`src/rtl/load_aligner.sv`:
```
`default_nettype none
// ============================================================================
// load_aligner : MEM-stage load path - word read, extract/extend/merge, align check
// Revision 1.0
// ============================================================================
module load_aligner (
   input  logic        clk,
   input  logic        rst_n,
   input  logic        flush,
   input  logic        req_valid,
   output logic        req_ready,
   input  logic [31:0] req_addr,
   input  logic [2:0]  req_load_sel,
   input  logic [31:0] req_rt_data,
   input  logic [4:0]  req_rd,
   output logic        mem_rd_en,
   output logic [31:0] mem_addr,
   input  logic        mem_rd_valid,
   input  logic [31:0] mem_rd_data,
   output logic        resp_valid,
   output logic [31:0] resp_data,
   output logic [4:0]  resp_rd,
   output logic        addr_err,
   output logic [31:0] bad_vaddr
);

   typedef enum logic [1:0] {
      IDLE  = 2'd0,
      ISSUE = 2'd1,
      WAIT  = 2'd2,
      DRAIN = 2'd3
   } state_t;

   state_t      state_q;
   logic [1:0]  addr_lo_q;
   logic [2:0]  sel_q;
   logic [31:0] rt_q;
   logic [4:0]  rd_q;
   logic [31:0] mem_addr_q;
   logic        resp_valid_q;
   logic [31:0] resp_data_q;
   logic [4:0]  resp_rd_q;
   logic        addr_err_q;
   logic [31:0] bad_vaddr_q;

   logic        misaligned;
   logic [7:0]  byte_sel;
   logic [15:0] half_sel;
   logic [31:0] resp_data_d;

   assign req_ready  = rst_n && (state_q == IDLE) && !flush;
   // A flush in ISSUE suppresses the strobe in the same cycle, so it cannot be registered.
   assign mem_rd_en  = rst_n && (state_q == ISSUE) && !flush;
   assign mem_addr   = mem_addr_q;
   assign resp_valid = resp_valid_q;
   assign resp_data  = resp_data_q;
   assign resp_rd    = resp_rd_q;
   assign addr_err   = addr_err_q;
   assign bad_vaddr  = bad_vaddr_q;

   always_comb begin
      misaligned = 1'b0;
      case (req_load_sel)
         3'd2, 3'd3: misaligned = req_addr[0];
         3'd4, 3'd7: misaligned = (req_addr[1:0] != 2'b00);
         default:    misaligned = 1'b0;
      endcase
   end

   always_comb begin
      byte_sel    = 8'(mem_rd_data >> {addr_lo_q, 3'b000});
      half_sel    = addr_lo_q[1] ? mem_rd_data[31:16] : mem_rd_data[15:0];
      resp_data_d = mem_rd_data;
      case (sel_q)
         3'd0: resp_data_d = {{24{byte_sel[7]}}, byte_sel};
         3'd1: resp_data_d = {24'h000000, byte_sel};
         3'd2: resp_data_d = {{16{half_sel[15]}}, half_sel};
         3'd3: resp_data_d = {16'h0000, half_sel};
         3'd5: begin
            case (addr_lo_q)
               2'd0: resp_data_d = mem_rd_data;
               2'd1: resp_data_d = {mem_rd_data[23:0], rt_q[7:0]};
               2'd2: resp_data_d = {mem_rd_data[15:0], rt_q[15:0]};
               2'd3: resp_data_d = {mem_rd_data[7:0],  rt_q[23:0]};
               default: resp_data_d = mem_rd_data;
            endcase
         end
         3'd6: begin
            case (addr_lo_q)
               2'd3: resp_data_d = mem_rd_data;
               2'd2: resp_data_d = {rt_q[31:24], mem_rd_data[31:8]};
               2'd1: resp_data_d = {rt_q[31:16], mem_rd_data[31:16]};
               2'd0: resp_data_d = {rt_q[31:8],  mem_rd_data[31:24]};
               default: resp_data_d = mem_rd_data;
            endcase
         end
         default: resp_data_d = mem_rd_data;
      endcase
   end

   always_ff @(posedge clk) begin
      if (!rst_n) begin
         state_q      <= IDLE;
         addr_lo_q    <= 2'b00;
         sel_q        <= 3'd0;
         rt_q         <= 32'h0;
         rd_q         <= 5'd0;
         mem_addr_q   <= 32'h0;
         resp_valid_q <= 1'b0;
         resp_data_q  <= 32'h0;
         resp_rd_q    <= 5'd0;
         addr_err_q   <= 1'b0;
         bad_vaddr_q  <= 32'h0;
      end else begin
         resp_valid_q <= 1'b0;
         addr_err_q   <= 1'b0;
         case (state_q)
            IDLE: begin
               if (req_valid && req_ready) begin
                  addr_lo_q <= req_addr[1:0];
                  sel_q     <= req_load_sel;
                  rt_q      <= req_rt_data;
                  rd_q      <= req_rd;
                  if (misaligned) begin
                     addr_err_q  <= 1'b1;
                     bad_vaddr_q <= req_addr;
                  end else begin
                     mem_addr_q <= {req_addr[31:2], 2'b00};
                     state_q    <= ISSUE;
                  end
               end
            end
            ISSUE: state_q <= flush ? IDLE : WAIT;
            WAIT: begin
               if (mem_rd_valid) begin
                  if (!flush) begin
                     resp_valid_q <= 1'b1;
                     resp_data_q  <= resp_data_d;
                     resp_rd_q    <= rd_q;
                  end
                  state_q <= IDLE;
               end else if (flush) begin
                  state_q <= DRAIN;
               end
            end
            DRAIN: begin
               if (mem_rd_valid) state_q <= IDLE;
            end
            default: state_q <= IDLE;
         endcase
      end
   end

endmodule
`default_nettype wire

```
`config.mk`:
```
export PLATFORM = sky130hd
export DESIGN_NAME = load_aligner
export DESIGN_NICKNAME = d
export VERILOG_FILES = /design/src/rtl/load_aligner.sv
export SDC_FILE = /design/constraint.sdc
export NUM_CORES = 1
export LEC_CHECK = 0
export ABC_AREA = 1
export CAP_MARGIN = 20
export CELL_PAD_IN_SITES_DETAIL_PLACEMENT = 0
export CELL_PAD_IN_SITES_GLOBAL_PLACEMENT = 1
export CORE_ASPECT_RATIO = 2
export CORE_MARGIN = 3
export CORE_UTILIZATION = 45
export DETAILED_ROUTE_END_ITERATION = 10
export DONT_BUFFER_PORTS = 1
export PLACE_DENSITY_LB_ADDON = 0.2
export REMOVE_ABC_BUFFERS = 1
export SLEW_MARGIN = 20
export SYNTH_ARGS = -nofsm -noshare
export SYNTH_HDL_FRONTEND = slang
export SYNTH_SLANG_ARGS = --single-unit
```
`constraint.sdc`:
```
create_clock -name clk -period 3.06 [get_ports clk]
set_input_delay 0.459 -clock clk [delete_from_list [all_inputs] [get_ports clk]]
set_output_delay 0.459 -clock clk [all_outputs]
set_load 0.02 [all_outputs]
```
**After elaboration in Yosys (flattened, before gate mapping)**

Index checks and enable logic that the tools add are counted.

- Flip-flop bits (word level): 145
- Bits in latches: 0
- Bits in writable memories: 0
- ROM bits: 0
- Output and inout port bits: 105
- Memories: 0

- Add/subtract/negate cells: 0
- Multipliers: 0
- Divide/modulo/power cells: 0
- $lt $le $gt $ge: 0
- Equality and inequality tests: 19
- Shift operators: 1
- Mux-type cells: 14
- Bitwise operators: 2
- Reduce and logical (&&, ||, !) cells: 19

Operators by type and width:

| operator | number |
|---|---|
| 32-bit one-hot mux with 4 select lines | 2 |
| 32-bit one-hot mux with 6 select lines | 1 |
| 32-bit by 5-bit right shift with 8-bit output | 1 |
| 16-bit 2-to-1 mux | 1 |
| 3-bit AND reduction | 5 |
| 3-bit by 2-bit == test with 1-bit output (second input constant) | 4 |
| 3-bit == test (second input constant) | 4 |
| 2-bit 2-to-1 mux | 6 |
| 2-bit == test (second input constant) | 4 |
| 2-bit one-hot mux with 4 select lines | 1 |
| 1-bit logical AND | 5 |
| 2-bit by 1-bit == test with 1-bit output (second input constant) | 2 |
| 2-bit zero test | 2 |
| 2-bit inequality test (second input constant) | 2 |
| 4-bit AND reduction | 1 |
| 2-bit OR reduction | 2 |
| 3-bit by 1-bit == test with 1-bit output (second input constant) | 1 |
| 3-bit zero test | 1 |
| 3-bit inequality test (second input constant) | 1 |
| 1-bit 2-to-1 mux | 2 |
| 2-bit by 1-bit inequality test with 1-bit output (second input constant) | 1 |
| 1-bit NOT | 2 |
| 1-bit one-hot mux with 2 select lines | 1 |
| 2-bit AND reduction | 1 |
| other kinds (2) | 2 |

**Logic depth before layout (Yosys ltp)**

- Depth after elaboration: 6
- Depth in mapped cells: 12

**Worst setup path after synthesis**

OpenSTA, ideal clock, no wires.

- Path kind: in2out
- Start point: in rst_n
- End point: out mem_rd_en
- Data arrival time: 1.315 ns
- Required time: 2.601 ns
- Setup slack: 1.286 ns
- Cell stages on the path: 3
- Buffers on the path: 1
- Cells stage by stage: inv_2 > clkbuf_1 > nor4_1

- Longest elaborated chain between the ends: 2

RTL lines:

| what | RTL line | text |
|---|---|---|
| start: declaration | 8 | `input logic rst_n,` |
| 1-bit logical AND (2 in a row) | 53 | `assign mem_rd_en = rst_n && (state_q == ISSUE) && !flush;` |
| end: declaration | 16 | `output logic mem_rd_en,` |

Every way passes these cells.

**Worst setup path after layout**

- Start point: reg state_q[0]
- End point: reg mem_addr_q[25], in the netlist mem_addr[25]

- Longest elaborated chain between the ends: 5

RTL lines:

| what | RTL line | text |
|---|---|---|
| start: declaration | 34 | `state_t state_q;` |
| start signal: assignment | 133 | `ISSUE: state_q <= flush ? IDLE : WAIT;` |
| 2-bit zero test | 51 | `assign req_ready = rst_n && (state_q == IDLE) && !flush;` |
| 1-bit logical AND (2 in a row) | 51 |  |
| net req_ready | 11 | `output logic req_ready,` |
| 1-bit logical AND | 119 | `if (req_valid && req_ready) begin` |
| 3-bit AND reduction (no line) | n/a |  |
| end signal: assignment | 128 | `mem_addr_q <= {req_addr[31:2], 2'b00};` |
| end: declaration | 39 | `logic [31:0] mem_addr_q;` |

The timed path passes the listed nets, and every way through them passes these cells.
A chain may end at the register's enable or synchronous reset.

==> summary.md <==
| Metric | Value |
|---|---|
| Cell taking the most area after synthesis | `dfxtp_1` |
| Crit-path leading delay family | `simple AND/OR/NAND/NOR gates` |
| Predominant post-synthesis flop cell | `dfxtp_1` |
| Max Freq | `464 MHz` |
| Hold Fails Final Rpt | `0` |
| # setup viols final | `0` |
| Worst r2r path cells | `8` |
| Initial antenna violation count | `0` |
| Commonest cells in the netlist | `nand2_1 (369), nor2_1 (210), dfxtp_1 (145), a21oi_1 (139), o21ai_0 (110)` |
| CP Max Fanout | `30` |
| Sequential share of power | `0.429` |
| MaxCap Viol Count | `0` |
| Antenna cells | `0` |
| CP arrival | `2.46 ns` |
| Slew @ Worst Pin | `0.959 ns` |
| Syn. warnings | `0` |
| Post-Syn Instances | `1243` |
| WL/cell | `18.2 um` |
| CTS Buf Count | `17` |
| Peak supply drop | `0.496 mV` |
| Buffers plus inverters on the worst setup path | `2` |
| RSZ-0062 raised after global routing | `false` |
| Static leakage power | `0.00372 uW` |
| Most frequent cell after synthesis | `nand2_1` |
| CTS Buffer Depth | `2` |
| Power density over cell area | `611 nW/um^2` |
| Ys async rst share | `0` |
| Tot GR Track Use | `0.275` |
| Initial Utilization | `0.465` |
| CTS tree | `done` |
| Synth unique cells | `31` |
| Post-cts resize count | `0` |
| Share of the synthesized area in the top cell type | `0.380` |
| Slew Viols, Final | `0` |
| Rows | `66` |
| CTS root buf | `clkbuf_16` |
| Reg2reg setup slack | `0.90 ns` |
| Ports | `214` |
| Die Width | `98.2 um` |
| EDFF count, synth | `0` |
| Cell Chain, Critical Path | `inv_1, nand2_1, nor3_4, nand2_2, nor2_4, inv_1, nor2_1, nor2_1` |
| Crit. End Element | `register` |
| Post-Syn Area per Cell | `6.15 sq um` |
| WP depth | `8` |
| Number of vias per cell | `5.54` |
| Register area share after synthesis | `0.380` |
| Reg2reg start | `state_q[0]` |
| DRT antenna net count | `0` |
| TritonRoute pass-1 iters | `5` |
| Vias in the first global route | `7917` |
| Layout cell share with drive strength beyond 1 | `0.0608` |
| # H-tree levels | `4` |
| Ranking of synthesized cells by area | `dfxtp_1 (38%), nand2_1 (18%), nor2_1 (10%)` |
| Die height | `190 um` |
| Critical path class | `reg2reg` |
| Comb pwr share | `0.157` |
| Clock share of power | `0.414` |
| Fin Setup TNS | `0 ns` |
| Full die area | `18700 sq um` |
| Reg clk slew, reported paths | `0.06 ns` |
| Area of the core | `16400 sq um` |
| Clock Skews | `0.00977 ns` |
| Min-Delay Path Class | `in2reg` |
| Final Cycle Share | `0.704` |
| Largest net degree at the start of global routing | `90` |
| Pre-CTS setup slack | `0.890 ns` |
| Area Growth Syn to Fin | `8.51%` |
| Post-CTS setup buffer count | `0` |
| GRT overflow | `0` |
| Status | `finished clean` |
| Worst Setup EP | `mem_addr[25]` |
| Internal power | `3520 uW` |
| Clk sinks | `145` |
| DRT iter0 DRCs | `506` |
| CP Launch Type | `register` |
| HPWL Detailed | `18000 um` |
| Switching fraction of total power | `0.306` |
| Pwr Total | `5070 uW` |
| Crit path from | `state_q[0]` |
| GPL Wtd Cong | `0.850` |
| # DRC | `0` |
| Fin nets | `1318` |
| Cell Area, Synth | `7650 sq um` |
| Slowest stage delay, CP | `0.39 ns` |
| Final core utilization | `0.505` |
| Slew HR | `0.360` |
| R2r endpoint | `mem_addr[25]` |
| Final setup margin | `0.905 ns` |
| Critical Path RT | `3.37 ns` |
| Yosys reg bits | `145` |
| Clock latency on the worst-skew pair | `0.42 ns` |
| Global-route wire length before repair | `41000 um` |
| Vias | `7874` |
| P_sw | `1550 uW` |
| Fin crit period | `2.16 ns` |
| Slowest-stage cell, CP | `inv_1` |
| Post-Route WL | `25900 um` |
| Post-CTS Hold Fix Bufs | `0` |
| IO buf count | `0` |
## worst min path at each step
stage	startpoint	end	slack, ns	cells past startpoint
after floorplan	rd_q[0]	rd_q[0]	0.43	2
after global placement	rd_q[3]	rd_q[3]	0.45	2
after detailed placement	rd_q[3]	resp_rd[3]	0.45	2
after CTS	rst_n	state_q[1]	0.13	2
after global routing	rst_n	state_q[1]	0.15	2
final	rst_n	state_q[1]	0.15	2
## sequential cells by signal (all words and copies together), names as in the netlist
signal,cells
resp_rd,5
addr_lo_q,2
resp_valid,1
sel_q,3
resp_data,32
addr_err,1
rd_q,5
mem_addr,30
bad_vaddr,32
state_q,2
rt_q,32
## layout make-up
| class | instances | area (sq um) |
|---|---|---|
| Multi-Input combinational cell | 944 | 4080 |
| Inverter | 74 | 278 |
| Sequential cell | 145 | 2900 |
| Tap cell | 204 | 255 |
| Clock inverter | 10 | 141 |
| Fill cell | 1812 | 8130 |
| Timing Repair Buffer | 27 | 215 |
| Clock buffer | 18 | 429 |
## power groups by stage
stage | combinational (uW) | clock (uW) | sequential (uW)
after global routing | 908 | 2200 | 2180
after CTS | 798 | 2140 | 2170
final | 796 | 2100 | 2170
after detailed placement | 797 | 0 | 2210
after floorplan | 539 | 0 | 2200
after global placement | 794 | 0 | 2210
## stage by stage
| step | instance area, sq um | hold slack, ns | instances |
|---|---|---|---|
| after floorplan | 7260 | 0.429 | 1163 |
| after global placement | 7730 | 0.447 | 1394 |
| after detailed placement | 7730 | 0.448 | 1394 |
| after CTS | 8300 | 0.130 | 1422 |
| after global routing | 8300 | 0.154 | 1422 |
| final | 8300 | 0.153 | 1422 |
## kinds of logic after synthesis
kind of cell | synth area share
other | 0.000490
flip-flops | 0.380
multiplexers | 0.00131
buffers and inverters | 0.0880
AND/OR/NAND/NOR | 0.352
AO/OA/AOI/OAI | 0.179
## routing by layer
layer,share of wire,track usage
met1,0.35,0.285
met2,0.54,0.514
met4,0.027,0.112
met3,0.085,0.0784
met5,0,0
## cell usage in the layout (no fill, tap or decap), types with 2 or more instances in the layout
cell	n
nand4_1	8
inv_1	63
nand2_2	2
clkinv_2	2
inv_2	11
buf_4	26
nor2_1	210
o211ai_1	4
o21ai_1	9
bufinv_16	3
o21bai_1	2
a21oi_1	139
nand2_1	369
clkbuf_16	17
nand3_1	76
clkinvlp_4	2
dfxtp_1	144
conb_1	2
o21ai_0	110
clkinv_4	3
nor2_4	3
Power figures use the tool's default switching activity.
